$ cat config.mk
export PLATFORM = sky130hd
export DESIGN_NAME = imem_loader
export DESIGN_NICKNAME = d
export VERILOG_FILES = /design/src/rtl/imem_loader.sv
export SDC_FILE = /design/constraint.sdc
export NUM_CORES = 1
export LEC_CHECK = 0
export BUFFER_PORTS_ARGS = -buffer_cell sky130_fd_sc_hd__buf_4
export CAP_MARGIN = 20
export CORE_ASPECT_RATIO = 0.7
export CORE_MARGIN = 2
export CORE_UTILIZATION = 58
export CTS_BUF_LIST = sky130_fd_sc_hd__clkbuf_16
export CTS_CLUSTER_DIAMETER = 80
export CTS_CLUSTER_SIZE = 20
export DETAILED_ROUTE_END_ITERATION = 6
export HOLD_SLACK_MARGIN = 0.15
export PLACE_DENSITY = 0.95
export SETUP_SLACK_MARGIN = 0.05
export SLEW_MARGIN = 30
export SYNTH_ARGS = -nofsm -noshare
export SYNTH_HDL_FRONTEND = slang
export SYNTH_SLANG_ARGS = --single-unit
$ cat constraint.sdc
create_clock -name clk -period 5 [get_ports clk]
set_input_delay 0 -clock clk [delete_from_list [all_inputs] [get_ports clk]]
set_output_delay 0 -clock clk [all_outputs]
set_load 0.05 [all_outputs]
$ cat src/rtl/imem_loader.sv
// imem_loader: packs a little-endian byte stream into 32-bit words written to imem from address 0 (trailing XOR checksum with IMEM_LOADER_CHECKSUM_EN).
// Latency: 4 accepted bytes + 1 write cycle per word; done pulses the cycle after the last write (or after the checksum byte).
// Backpressure: in_ready is high only in LOAD/CSUM, so the source stalls during WRITE, DONE and IDLE.
module imem_loader #(
   parameter int ADDR_W = 6,
   parameter int CNT_W  = 7
) (
   input  logic              clk,
   input  logic              rst_n,
   input  logic              start,
   input  logic [CNT_W-1:0]  load_words,
   input  logic [7:0]        in_data,
   input  logic              in_valid,
   output logic              in_ready,
   output logic              imem_we,
   output logic [ADDR_W-1:0] imem_addr,
   output logic [31:0]       imem_wdata,
   output logic              cpu_hold,
   output logic              busy,
   output logic              done,
   output logic [CNT_W-1:0]  words_loaded,
   output logic              err
);

   localparam logic [CNT_W-1:0] MAX_WORDS = CNT_W'(1 << ADDR_W);

`ifdef IMEM_LOADER_CHECKSUM_EN
   typedef enum logic [2:0] {S_IDLE, S_LOAD, S_WRITE, S_CSUM, S_DONE} state_t;
   localparam state_t S_AFTER_LAST = S_CSUM;
`else
   typedef enum logic [2:0] {S_IDLE, S_LOAD, S_WRITE, S_DONE} state_t;
   localparam state_t S_AFTER_LAST = S_DONE;
`endif

   typedef struct packed {
      logic [CNT_W-1:0]  n_words;
      logic [CNT_W-1:0]  cnt;
      logic [ADDR_W-1:0] addr;
      logic [1:0]        byte_idx;
      logic [31:0]       word;
   } ctx_t;

   state_t           state_q, state_d;
   ctx_t             ctx_q, ctx_d;
   logic             hold_q;
   logic             xfer;
   logic [CNT_W-1:0] n_clamped;
   logic [CNT_W-1:0] cnt_inc;

`ifdef IMEM_LOADER_CHECKSUM_EN
   logic [7:0] csum_q, csum_d;
   logic       err_q, err_d;
`endif

   assign xfer      = in_valid && in_ready;
   assign n_clamped = (load_words > MAX_WORDS) ? MAX_WORDS : load_words;
   assign cnt_inc   = ctx_q.cnt + 1'b1;

   always_ff @(posedge clk or negedge rst_n) begin
      if (!rst_n) begin
         state_q <= S_IDLE;
         ctx_q   <= '0;
         hold_q  <= 1'b0;
      end else begin
         state_q <= state_d;
         ctx_q   <= ctx_d;
         hold_q  <= (state_q != S_IDLE);
      end
   end

`ifdef IMEM_LOADER_CHECKSUM_EN
   always_ff @(posedge clk or negedge rst_n) begin
      if (!rst_n) begin
         csum_q <= 8'h00;
         err_q  <= 1'b0;
      end else begin
         csum_q <= csum_d;
         err_q  <= err_d;
      end
   end
`endif

   always_comb begin
      state_d = state_q;
      ctx_d   = ctx_q;
`ifdef IMEM_LOADER_CHECKSUM_EN
      csum_d  = csum_q;
      err_d   = err_q;
`endif
      case (state_q)
         S_IDLE: begin
            if (start) begin
               ctx_d         = '0;
               ctx_d.n_words = n_clamped;
`ifdef IMEM_LOADER_CHECKSUM_EN
               csum_d        = 8'h00;
               err_d         = 1'b0;
`endif
               // An empty image still goes through the tail so a checksum byte is consumed.
               state_d = (n_clamped == '0) ? S_AFTER_LAST : S_LOAD;
            end
         end
         S_LOAD: begin
            if (xfer) begin
               ctx_d.word[{ctx_q.byte_idx, 3'b000} +: 8] = in_data;
               ctx_d.byte_idx = ctx_q.byte_idx + 2'd1;
`ifdef IMEM_LOADER_CHECKSUM_EN
               csum_d = csum_q ^ in_data;
`endif
               if (ctx_q.byte_idx == 2'd3) begin
                  state_d = S_WRITE;
               end
            end
         end
         S_WRITE: begin
            // addr wraps to 0 after word 63; no write is issued for the wrapped value.
            ctx_d.addr = ctx_q.addr + 1'b1;
            ctx_d.cnt  = cnt_inc;
            state_d    = (cnt_inc == ctx_q.n_words) ? S_AFTER_LAST : S_LOAD;
         end
`ifdef IMEM_LOADER_CHECKSUM_EN
         S_CSUM: begin
            if (xfer) begin
               if (in_data != csum_q) begin
                  err_d = 1'b1;
               end
               state_d = S_DONE;
            end
         end
`endif
         S_DONE: begin
            state_d = S_IDLE;
         end
         default: begin
            state_d = S_IDLE;
         end
      endcase
   end

`ifdef IMEM_LOADER_CHECKSUM_EN
   assign in_ready = (state_q == S_LOAD) || (state_q == S_CSUM);
   assign err      = err_q;
`else
   assign in_ready = (state_q == S_LOAD);
   assign err      = 1'b0;
`endif

   assign imem_we      = (state_q == S_WRITE);
   assign imem_addr    = ctx_q.addr;
   assign imem_wdata   = ctx_q.word;
   assign busy         = (state_q != S_IDLE);
   assign done         = (state_q == S_DONE);
   assign words_loaded = ctx_q.cnt;
   // hold_q stretches the hold one cycle past DONE; busy covers the first LOAD cycle.
   assign cpu_hold     = busy || hold_q;

endmodule

==> key figures, run 1 <==
Status
  – Run status: finished, final reports clean

Clock tree
  – Clock sink count: 57
  – Post-CTS setup-driven buffer insertion count: 0
  – Max H-tree Level: 3
  – CTS root buffer: sky130_fd_sc_hd__clkbuf_16
  – Number of CTS-inserted buffers: 9
  – Number of buffers on the longest clock path: 2
  – Gates resized, CTS repair: 0
  – Source-to-sink clock delay at the later pin of the worst-skew pair: 330 ps
  – TritonCTS clock tree: yes
  – CTS clk-pin slew, worst paths: 50 ps

Layout
  – Share of final-layout standard cells stronger than drive strength 1: 0.296
  – Area added between synthesis and finish: 22.7%
  – Final core utilization: 0.755
  – Antenna diode count: 0
  – Post-layout instance count excluding filler cells: 407
  – Final net count: 358

Worst setup path
  – Endpoint kind of the worst setup timing path: flip-flop
  – Source of the worst register-to-register timing path: ctx_q[32]
  – Required time of the critical path: 5270 ps
  – Critical path class: flip-flop to flip-flop
  – Worst setup slack for register-to-register paths: 2970 ps
  – Critical Path Slowest Stage Cell: sky130_fd_sc_hd__dfrtp_1
  – List of cells traversed by the critical path: inv_1 > ha_1 > nor3b_1 > nand3_1 > nor2_2 > a22o_1
  – Slowest cell delay on critical path: 460 ps
  – Data arrival time of the critical path: 2290 ps
  – Setup crit start kind: flip-flop
  – Worst Setup SP: ctx_q[32]
  – Peak fanout along the critical path: 8
  – Number of cells on the worst reg-to-reg path: 6

Routing
  – Initial DRT Pass Iterations: 5
  – Total via count in the routed design: 2372
  – Final routed wirelength across all metal layers: 7.57 mm
  – Total DRC errors in the routed layout: 0
  – Remaining antenna violation count: 0
  – Detail-routed net length per standard cell: 18.6 um
  – Number of DRC violations after detailed-routing iteration 0: 302
  – Via density per instance: 5.83

Floorplanning
  – Number of placement rows: 21
  – Initial core utilization: 0.615
  – Die boundary height: 64.1 um
  – Area of the die: 5760 um^2
  – Die Wd: 89.8 um
  – Top-level I/O count: 70
  – Standard cell core area: 4860 um^2

Timing
  – Clock Skew: 9.52 ps
  – Number of setup violations in the final report: 0
  – RSZ-0062 raised after global routing: false
  – Setup TNS: 0 ps
  – Post-layout minimum cycle time: 2030 ps
  – Final Hold Slack: 253 ps
  – Slew Viols, Final: 0
  – Max-slew headroom: 0.388
  – Transition at the pin with the smallest max-transition slack: 916 ps
  – Highest clock frequency the design can meet: 0.493 GHz
  – Period utilisation layout: 0.406
  – Final number of hold-violating endpoints: 0

Logic synthesis
  – Top cell type by total area after synthesis: sky130_fd_sc_hd__dfrtp_1
  – Post-synth ARST share: 1.00
  – Total standard cell area after synthesis: 2990 um^2
  – Fraction of synthesized cell area taken by the top area cell type: 0.477
  – EDFF count, synth: 0
  – Part of the Yosys area used for sequential elements: 0.477
  – Top-count cell post-synth: sky130_fd_sc_hd__dfrtp_1
  – Post-Synthesis Mean Instance Area: 10.3 um^2
  – Register bit total from synthesis: 57
  – Largest cells by area after synthesis: sky130_fd_sc_hd__dfrtp_1, sky130_fd_sc_hd__buf_4, sky130_fd_sc_hd__a22o_1, sky130_fd_sc_hd__nand2_1, sky130_fd_sc_hd__o21ai_0
  – Cells after synthesis: 290
  – Number of nets produced by synthesis: 315
  – Leading cell types by count after synthesis: sky130_fd_sc_hd__dfrtp_1, sky130_fd_sc_hd__buf_4, sky130_fd_sc_hd__nand2_1
  – Number of library cell types mapped by synthesis: 46
  – Ys Warns: 0
  – Most instantiated flip-flop cell in the synthesis netlist: sky130_fd_sc_hd__dfrtp_1

Global route
  – Number of antenna violations at the first check in global routing: 0
  – Overall track demand over capacity in global routing: 0.291
  – Largest net degree at the start of global routing: 58
  – Wire length of the first global-routing pass: 12.5 mm
  – Vias in the first global route: 2357
  – Total gr overflow: 0

Placed design
  – Placed instance count: 373
  – Final estimated routing congestion in global placement: 0.837
  – Port Buffers: 68
  – Detailed placement HPWL: 4.63 mm

Min path
  – Hold crit path type: input port to asynchronous set/reset pin

Power and ir drop
  – Power density over the cells: 580 nW/um^2
  – P_leak: 1.79 nW
  – Total chip power: 2.13 mW
  – Max VDD drop: 0.294 mV

Run
  – MaxCap Viol Count: 0
==> through the flow <==
| stage | area [um^2] | setup slack, ps |
|---|---|---|
| 3_5_place_dp | 3200 | 3050 |
| 2_1_floorplan | 2990 | 3370 |
| 4_1_cts | 3670 | 2990 |
| 5_1_grt | 3670 | 2760 |
| 6_report | 3670 | 2970 |
| 3_3_place_gp | 3200 | 3180 |
==> cells in the final DEF (no fill, tap or decap), drive strengths merged, types with 4 or more instances in the layout <==
cell type / instances
ha: 6
clkinv: 6
dfrtp: 57
nand2: 44
clkbuf: 9
buf: 68
nand2b: 10
nor2: 8
nand3: 10
inv: 6
a22o: 30
dlygate4sd3: 18
o21ai: 23
nor3: 4
xnor2: 8
==> repair_timing <==
item,CTS,global route
hold endpoints to repair,100,0
endpoints found under the setup margin,0,0
hold buffers,18,0
==> final timing paths <==
| check | endpoint |
|---|---|
| setup / recovery | imem_wdata[15] |
| hold / removal | ctx_q[49] |
| setup reg to reg | imem_wdata[15] |
| hold reg to reg | imem_addr[5] |
| max in group asynchronous | imem_wdata[6] |
| min in group clk | imem_addr[3] |
==> layout make-up <==
class	instances	area, um^2
Sequential cell	57	1430
Clock buffer	9	225
Tap cell	69	86.3
Multi-Input combinational cell	173	1160
Clock inverter	7	61.3
Timing Repair Buffer	86	691
Fill cell	292	1190
Inverter	6	22.5
==> logic make-up (layout without fill, tap and decap cells) <==
group,after synthesis,in the layout,share of synthesized area
other,1,1,0.00125
DFF,57,57,0.477
adders and majority gates,6,6,0.0251
buffers and inverters,60,108,0.136
muxes,5,5,0.0180
xor gates and xnor gates,11,11,0.0322
and+or+nand+nor,87,87,0.156
AOI/OAI and AO/OA,63,63,0.154
==> flip-flops by register name, summed over array words and instances, names as in the netlist <==
| register | cells |
|---|---|
| words_loaded | 7 |
| imem_wdata | 32 |
| ctx_q | 9 |
| hold_q | 1 |
| imem_addr | 6 |
| state_q | 2 |
==> power breakdown <==
| group | leakage (nW) | total, mW | internal [mW] | switching, mW |
|---|---|---|---|---|
| registers | 0.776 | 0.687 | 0.558 | 0.129 |
| logic | 0.875 | 0.842 | 0.276 | 0.566 |
| clock network | 0.144 | 0.597 | 0.379 | 0.217 |
| total | 1.79 | 2.13 | 1.21 | 0.912 |
==> per-layer routing <==
layer,track usage,vias to the layer above,wire length (um)
li1,-,1047,-
met1,0.360,1165,3070
met2,0.474,140,3690
met3,0.103,20,647
met4,0.117,0,157
met5,0,-,0
==> worst max-delay path: cells and delay by family (launching register included) <==
kind                       cells  cell delay [ps]
and+or+nand+nor                3              780
DFF                            1              460
adders and majority gates      1              400
AOI/OAI and AO/OA              1              190
buffers and inverters          1              130
No activity file was read; power rests on OpenSTA's default activity.
==> run 2: changes to the inputs <==
--- a/config.mk
+++ b/config.mk
@@ -5,17 +5,18 @@
 export SDC_FILE = /design/constraint.sdc
 export NUM_CORES = 1
 export LEC_CHECK = 0
+export ABC_AREA = 1
 export BUFFER_PORTS_ARGS = -buffer_cell sky130_fd_sc_hd__buf_4
 export CAP_MARGIN = 20
 export CORE_ASPECT_RATIO = 0.7
 export CORE_MARGIN = 2
-export CORE_UTILIZATION = 58
+export CORE_UTILIZATION = 54
 export CTS_BUF_LIST = sky130_fd_sc_hd__clkbuf_16
 export CTS_CLUSTER_DIAMETER = 80
 export CTS_CLUSTER_SIZE = 20
 export DETAILED_ROUTE_END_ITERATION = 6
 export HOLD_SLACK_MARGIN = 0.15
-export PLACE_DENSITY = 0.95
+export PLACE_DENSITY = 0.9
 export SETUP_SLACK_MARGIN = 0.05
 export SLEW_MARGIN = 30
 export SYNTH_ARGS = -nofsm -noshare
==> constraint.sdc (replaced) <==
create_clock -name clk -period 2 [get_ports clk]
set_input_delay 0 -clock clk [delete_from_list [all_inputs] [get_ports clk]]
set_output_delay 0 -clock clk [all_outputs]
set_load 0.05 [all_outputs]
==> run 2 against run 1 <==
  * Hold slack gained 31 ps
  * Clock skew fell by 3.5 ps
  * Routed wire length increased by 0.16%
  * Final cell count rose by 29%
  * Setup slack got worse by 2900 ps
  * Largest power group unchanged
==> key figures, run 2 <==
Timing
  – Number of setup violations in the final report: 0 (unchanged)
  – Least setup slack across all paths after layout: 117 ps (-2850 ps)
  – Clock Skew: 6.04 ps (-3.48 ps)
  – Setup TNS: 0 ps (unchanged)
  – Period utilisation layout: 0.942 (+0.536)
  – Final number of hold-violating endpoints: 0 (unchanged)
  – Post-layout minimum cycle time: 1880 ps (-146 ps)
  – Highest clock frequency the design can meet: 0.531 GHz (+7.8%)
  – RSZ-0062 raised after global routing: true
  – Slew Viols, Final: 0 (unchanged)
  – Transition at the pin with the smallest max-transition slack: 730 ps (-187 ps)
  – Max-slew headroom: 0.514 (+0.126)

Global route
  – Total gr overflow: 0 (unchanged)
  – Overall track demand over capacity in global routing: 0.251 (-0.0404)
  – Wire length of the first global-routing pass: 12.2 mm (-2.7%)
  – Number of antenna violations at the first check in global routing: 0 (unchanged)
  – Largest net degree at the start of global routing: 58 (unchanged)
  – Vias in the first global route: 2635 (+12%)

Clock tree
  – Clock sink count: 57 (unchanged)
  – CTS root buffer: sky130_fd_sc_hd__clkbuf_16
  – Source-to-sink clock delay at the later pin of the worst-skew pair: 330 ps (about the same)
  – Number of buffers on the longest clock path: 2 (unchanged)
  – Max H-tree Level: 3 (unchanged)
  – TritonCTS clock tree: yes
  – CTS clk-pin slew, worst paths: 50 ps (about the same)
  – Number of CTS-inserted buffers: 9 (unchanged)

Routing
  – Met3 wirelength from detailed routing: 650 um (+0.46%)
  – Via density per instance: 5.21 (-11%)
  – Total via count in the routed design: 2731 (+15%)
  – Final routed wirelength across all metal layers: 7.58 mm (+0.16%)
  – Top routing layer in use: met4
  – Remaining antenna violation count: 0 (unchanged)
  – Total DRC errors in the routed layout: 0 (unchanged)
  – Met2 wire length: 3.60 mm (-2.6%)
  – Number of DRC violations after detailed-routing iteration 0: 167 (-45%)
  – Met1 Wirelength: 3.23 mm (+5.2%)
  – Detail-routed net length per standard cell: 14.5 um (-22%)
  – Initial DRT Pass Iterations: 5 (unchanged)

Logic synthesis
  – Post-Synthesis Mean Instance Area: 8.19 um^2 (-21%)
  – Fraction of synthesized cell area taken by the top area cell type: 0.451 (-0.0260)
  – Part of the Yosys area used for sequential elements: 0.451 (-0.0260)
  – Number of library cell types mapped by synthesis: 32 (-30%)
  – Register bit total from synthesis: 57 (unchanged)
  – Largest cells by area after synthesis: sky130_fd_sc_hd__dfrtp_1, sky130_fd_sc_hd__buf_4, sky130_fd_sc_hd__nand2_1, sky130_fd_sc_hd__nand3_1, sky130_fd_sc_hd__inv_1
  – Total standard cell area after synthesis: 3160 um^2 (+5.8%)
  – Number of nets produced by synthesis: 411 (+30%)
  – Top cell type by total area after synthesis: sky130_fd_sc_hd__dfrtp_1
  – Cells after synthesis: 386 (+33%)
  – Ys Warns: 0 (unchanged)
  – Leading cell types by count after synthesis: sky130_fd_sc_hd__nand2_1, sky130_fd_sc_hd__dfrtp_1, sky130_fd_sc_hd__inv_1
  – Most instantiated flip-flop cell in the synthesis netlist: sky130_fd_sc_hd__dfrtp_1
  – Post-synth ARST share: 1.00 (unchanged)
  – EDFF count, synth: 0 (unchanged)
  – Top-count cell post-synth: sky130_fd_sc_hd__nand2_1

Worst setup path
  – Peak fanout along the critical path: 9 (+1)
  – Worst Setup SP: state_q[0]
  – Required time of the critical path: 2260 ps (-3010 ps)
  – Critical path class: flip-flop to flip-flop
  – Endpoint kind of the worst setup timing path: flip-flop
  – Source of the worst register-to-register timing path: state_q[0]
  – Setup crit start kind: flip-flop
  – Data arrival time of the critical path: 2140 ps (-150 ps)

Floorplanning
  – Top-level I/O count: 70 (unchanged)
  – Standard cell core area: 5700 um^2 (+17%)
  – Die Wd: 95.5 um (+6.3%)
  – Number of placement rows: 23 (+9.5%)
  – Initial core utilization: 0.555 (-0.0601)
  – Die boundary height: 68.0 um (+6.2%)
  – Area of the die: 6500 um^2 (+13%)

Layout
  – Final-layout fill cell count: 422 (+45%)
  – Final net count: 469 (+31%)
  – Post-layout instance count excluding filler cells: 524 (+29%)
  – Area added between synthesis and finish: 26.4%
  – Max FFs per register: 32 (unchanged)
  – Final instance area: 4000 um^2 (+9.0%)
  – Most used cells in the layout excluding fill and tap cells: sky130_fd_sc_hd__buf_4, sky130_fd_sc_hd__nand2_1, sky130_fd_sc_hd__dfrtp_1
  – Antenna diode count: 0 (unchanged)
  – Share of final-layout standard cells stronger than drive strength 1: 0.243 (-0.0531)
  – Most common cell after layout, fill and taps aside: sky130_fd_sc_hd__buf_4

Power and ir drop
  – Max VDD drop: 0.911 mV (+210%)
  – Power density over the cells: 1440 nW/um^2 (+150%)
  – P_leak: 1.99 nW (+11%)
  – Total chip power: 5.74 mW (+170%)

Placed design
  – Final estimated routing congestion in global placement: 0.912 (+8.9%)
  – Detailed placement HPWL: 5.03 mm (+8.5%)
  – Placed Instance Area: 3430 um^2 (+7.1%)
  – Port Buffers: 68 (unchanged)
  – DP Worst Slack: 274 ps (-2780 ps)
  – Placed instance count: 483 (+29%)

Status
  – Run status: finished, final reports clean

Min path
  – Hold crit path type: input port to asynchronous set/reset pin

Run
  – MaxCap Viol Count: 0 (unchanged)
[run 2: changes by cell type after synthesis, sizes merged, moves of 10 or more]
cell | before | now
nand2b | 10 | 0
nand2 | 44 | 73
inv | 6 | 58
o22ai | 0 | 11
a22o | 30 | 1
nand3 | 10 | 47
nor2 | 8 | 25
[run 2: cell type report]
type	instances	area [um^2]	share of cell area
clock inverter	7	86.3	0.0216
multi-input combinational	218	1140	0.285
timing repair buffer	99	803	0.201
tap	75	93.8	0.0235
clock buffer	9	225	0.0563
inverter	59	221	0.0554
sequential	57	1430	0.357
[run 2: critical path, stage by stage (launching register included)]
cell                            delay, ps
sky130_fd_sc_hd__dfrtp_1              400
sky130_fd_sc_hd__inv_2                140
sky130_fd_sc_hd__nand2_2              120
sky130_fd_sc_hd__nor2_4               160
sky130_fd_sc_hd__buf_4                190
sky130_fd_sc_hd__nand3_1              120
sky130_fd_sc_hd__o21ai_0              110
sky130_fd_sc_hd__dlygate4sd3_1        570
[run 2: routing by layer]
layer	vias up	global-route usage
met3	11	0.0914
met2	126	0.417
met1	1280	0.309
li1	1314	-
met5	-	0
met4	0	0.0786
[run 2: what timing repair did]
item                                    CTS  global route
hold buffers                             24             0
gates resized for setup                   0             3
buffers inserted                          0             1
endpoints found under the setup margin    0             4
endpoints found under the hold margin    99             0
[run 2: kinds of logic (layout without fill, tap and decap cells)]
group / after synthesis / after routing / share of synthesized area
and+or+nand+nor: 155 / 155 / 0.226
DFF: 57 / 57 / 0.451
adders and majority gates: 6 / 6 / 0.0237
muxes: 1 / 1 / 0.00316
AOI/OAI and AO/OA: 54 / 54 / 0.101
xor gates and xnor gates: 1 / 1 / 0.00277
buffers and inverters: 111 / 174 / 0.191
other: 1 / 1 / 0.00119
[run 2: report_power, final]
group,switching (mW),leakage [nW],internal (mW)
combinational,1.77,1.06,0.762
sequential,0.226,0.767,1.39
clock,0.509,0.158,1.08
[run 2: path summary, 6_finish.rpt]
kind                       slack, ps  cells past startpoint            end
hold reg to reg                  480                      2  imem_wdata[9]
setup reg to reg                 120                      7      ctx_q[52]
min in group clk                 480                      2  imem_wdata[9]
hold / removal                   280                      2  imem_wdata[6]
setup / recovery                 120                      7      ctx_q[52]
max in group asynchronous       1190                      2     state_q[1]
[run 2: per-stage QoR]
step | hold WS (ps) | utilization
after floorplan | -296 | -
after global placement | 94.2 | 0.602
after detailed placement | 103 | 0.602
after CTS | 306 | 0.699
after global routing | 374 | 0.702
final | 284 | 0.702
==> run 3: changes to the inputs <==
==> constraint.sdc (replaced) <==
create_clock -name clk -period 2.07 [get_ports clk]
set_input_delay 0 -clock clk [delete_from_list [all_inputs] [get_ports clk]]
set_output_delay 0 -clock clk [all_outputs]
set_load 0.05 [all_outputs]
==> run 3 against run 2 <==
  * Critical path depth unchanged
  * Final cell count shrank 0.57%
  * Global-route usage up 0.47 points
  * Clock skew shrank 1.4 ps
  * Clock power shrank 11%
==> key figures, run 3 (synthesis gave the netlist of run 2 again) <==
Timing
  – Final Hold Slack: 287 ps (+3.71 ps)
  – Post-layout minimum cycle time: 1860 ps (-23.2 ps)
  – Number of setup violations in the final report: 0 (unchanged)
  – Slew Viols, Final: 0 (unchanged)
  – Transition at the pin with the smallest max-transition slack: 704 ps (-25.7 ps)
  – Highest clock frequency the design can meet: 0.538 GHz (+1.2%)
  – Setup TNS: 0 ps (unchanged)
  – Max-slew headroom: 0.531 (+0.0172)
  – Period utilisation layout: 0.899 (-0.0430)
  – Clock Skew: 4.61 ps (-1.43 ps)
  – RSZ-0062 raised after global routing: false
  – Least setup slack across all paths after layout: 210 ps (+93.2 ps)
  – Final number of hold-violating endpoints: 0 (unchanged)

Clock tree
  – CTS root buffer: sky130_fd_sc_hd__clkbuf_16
  – Max H-tree Level: 3 (unchanged)
  – Clock sink count: 57 (unchanged)
  – Number of buffers on the longest clock path: 2 (unchanged)
  – CTS clk-pin slew, worst paths: 50 ps (about the same)
  – Number of CTS-inserted buffers: 9 (unchanged)
  – TritonCTS clock tree: yes
  – Source-to-sink clock delay at the later pin of the worst-skew pair: 330 ps (about the same)

Global route
  – Vias in the first global route: 2646 (+0.42%)
  – Number of antenna violations at the first check in global routing: 0 (unchanged)
  – Overall track demand over capacity in global routing: 0.255 (+0.00472)
  – Largest net degree at the start of global routing: 58 (unchanged)
  – Wire length of the first global-routing pass: 12.4 mm (+1.9%)
  – Total gr overflow: 0 (unchanged)

Placed design
  – Port Buffers: 68 (unchanged)
  – Final estimated routing congestion in global placement: 0.905 (-0.73%)
  – Placed instance count: 482 (-0.21%)
  – DP Worst Slack: 312 ps (+37.9 ps)
  – Detailed placement HPWL: 5.16 mm (+2.6%)

Worst setup path
  – Worst setup slack for register-to-register paths: 210 ps (+90 ps)
  – Data arrival time of the critical path: 2100 ps (-40 ps)
  – Setup crit start kind: flip-flop
  – Source of the worst register-to-register timing path: state_q[1]
  – Destination of the worst register-to-register timing path: ctx_q[49]
  – Peak fanout along the critical path: 10 (+1)
  – Number of cells on the worst reg-to-reg path: 7 (unchanged)
  – Endpoint kind of the worst setup timing path: flip-flop
  – Critical path class: flip-flop to flip-flop
  – Required time of the critical path: 2310 ps (+50 ps)

Layout
  – Max FFs per register: 32 (unchanged)
  – Share of final-layout standard cells stronger than drive strength 1: 0.235 (-0.00734)
  – Antenna diode count: 0 (unchanged)
  – Most common cell after layout, fill and taps aside: sky130_fd_sc_hd__buf_4
  – Most used cells in the layout excluding fill and tap cells: sky130_fd_sc_hd__buf_4, sky130_fd_sc_hd__nand2_1, sky130_fd_sc_hd__dfrtp_1
  – Final-layout fill cell count: 415 (-1.7%)
  – Final net count: 466 (-0.64%)
  – Area added between synthesis and finish: 24.8%
  – Post-layout instance count excluding filler cells: 521 (-0.57%)

Run
  – MaxCap Viol Count: 0 (unchanged)

Floorplanning
  – Initial core utilization: 0.555 (unchanged)
  – Number of placement rows: 23 (unchanged)
  – Standard cell core area: 5700 um^2 (unchanged)
  – Top-level I/O count: 70 (unchanged)
  – Die boundary height: 68.0 um (unchanged)
  – Area of the die: 6500 um^2 (unchanged)
  – Die Wd: 95.5 um (unchanged)

Power and ir drop
  – Part of the power in the clock network: 0.263 (-0.013)
  – Power density over the cells: 1360 nW/um^2 (-4.9%)
  – Switching share of power: 0.451 (+0.0137)
  – Sequential share of power: 0.292 (+0.010)
  – Total chip power: 5.39 mW (-6.1%)
  – P_leak: 1.95 nW (-1.7%)
  – Net switching power figure: 2.43 mW (-3.2%)
  – Internal: 2.96 mW (-8.4%)
  – Gate power share: 0.445 (+0.003)
  – Max VDD drop: 0.873 mV (-4.1%)

Routing
  – Via density per instance: 5.22 (+0.13%)
  – Total DRC errors in the routed layout: 0 (unchanged)
  – Number of DRC violations after detailed-routing iteration 0: 197 (+18%)
  – Final routed wirelength across all metal layers: 7.57 mm (-0.16%)
  – Met3 wirelength from detailed routing: 728 um (+12%)
  – Remaining antenna violation count: 0 (unchanged)
  – Total via count in the routed design: 2719 (-0.44%)
  – Initial DRT Pass Iterations: 5 (unchanged)
  – Top routing layer in use: met4
  – Met2 wire length: 3.53 mm (-1.9%)
  – Detail-routed net length per standard cell: 14.5 um (+0.42%)
  – Met1 Wirelength: 3.21 mm (-0.62%)

Min path
  – Hold crit path type: input port to asynchronous set/reset pin

Status
  – Run status: finished, final reports clean
run 3: changes by cell type in the layout (fill, tap and decap cells not counted), sizes merged:
cell,before,now
dlygate4sd3,24,23
buf,75,73
clkinv,5,4
bufinv,2,1
clkinvlp,0,2
run 3: stage by stage:
step / utilization / instance area (um^2)
finish: 0.693 / 3950
global route: 0.693 / 3950
CTS: 0.691 / 3940
detailed placement: 0.601 / 3420
global placement: 0.601 / 3420
floorplan: - / 3160
run 3: routing by layer:
layer | up-vias | GRT usage
met1 | 1259 | 0.316
met2 | 140 | 0.428
met5 | - | 0
met4 | 0 | 0.0589
met3 | 13 | 0.101
li1 | 1307 | -
run 3: repair_timing:
item	in CTS	in global routing
endpoints found under the setup margin	0	1
hold endpoints to repair	97	0
hold buffers	23	0
setup buffers	0	0
gates resized for setup	0	1
run 3: worst max-delay path by stage:
stage / from / end / slack, ps
finish: state_q[1] / ctx_q[49] / 210
global route: state_q[0] / ctx_q[49] / 90
CTS: state_q[0] / ctx_q[49] / 240
detailed placement: ctx_q[33] / imem_wdata[3] / 310
global placement: ctx_q[33] / imem_wdata[3] / 340
floorplan: state_q[1] / imem_addr[1] / 190
run 3: power groups by stage:
stage / clock network, mW / logic [mW] / registers (mW)
final: 1.42 / 2.40 / 1.57
after global routing: 1.49 / 2.59 / 1.60
after CTS: 1.44 / 2.35 / 1.56
after detailed placement: 0 / 2.30 / 1.57
after global placement: 0 / 2.24 / 1.56
after floorplan: 0 / 1.90 / 1.51
run 3: layout make-up:
class                   count  area [um^2]  share of cell area
well taps                  75         93.8              0.0238
multi-input cells         218         1140               0.289
repair buffers             96          778               0.197
inverters                  59          221              0.0561
clock inverters             7         62.6              0.0158
flip-flops and latches     57         1430               0.361
clock buffers               9          225              0.0571
run 3: critical path, stage by stage (launching register included):
cell and delay, ps:
sky130_fd_sc_hd__dfrtp_1 470, sky130_fd_sc_hd__inv_2 110, sky130_fd_sc_hd__nand2_2 100, sky130_fd_sc_hd__nor2_4 170, sky130_fd_sc_hd__buf_4 190, sky130_fd_sc_hd__nand3_1 90
sky130_fd_sc_hd__dlygate4sd3_1 570, sky130_fd_sc_hd__o21ai_0 70
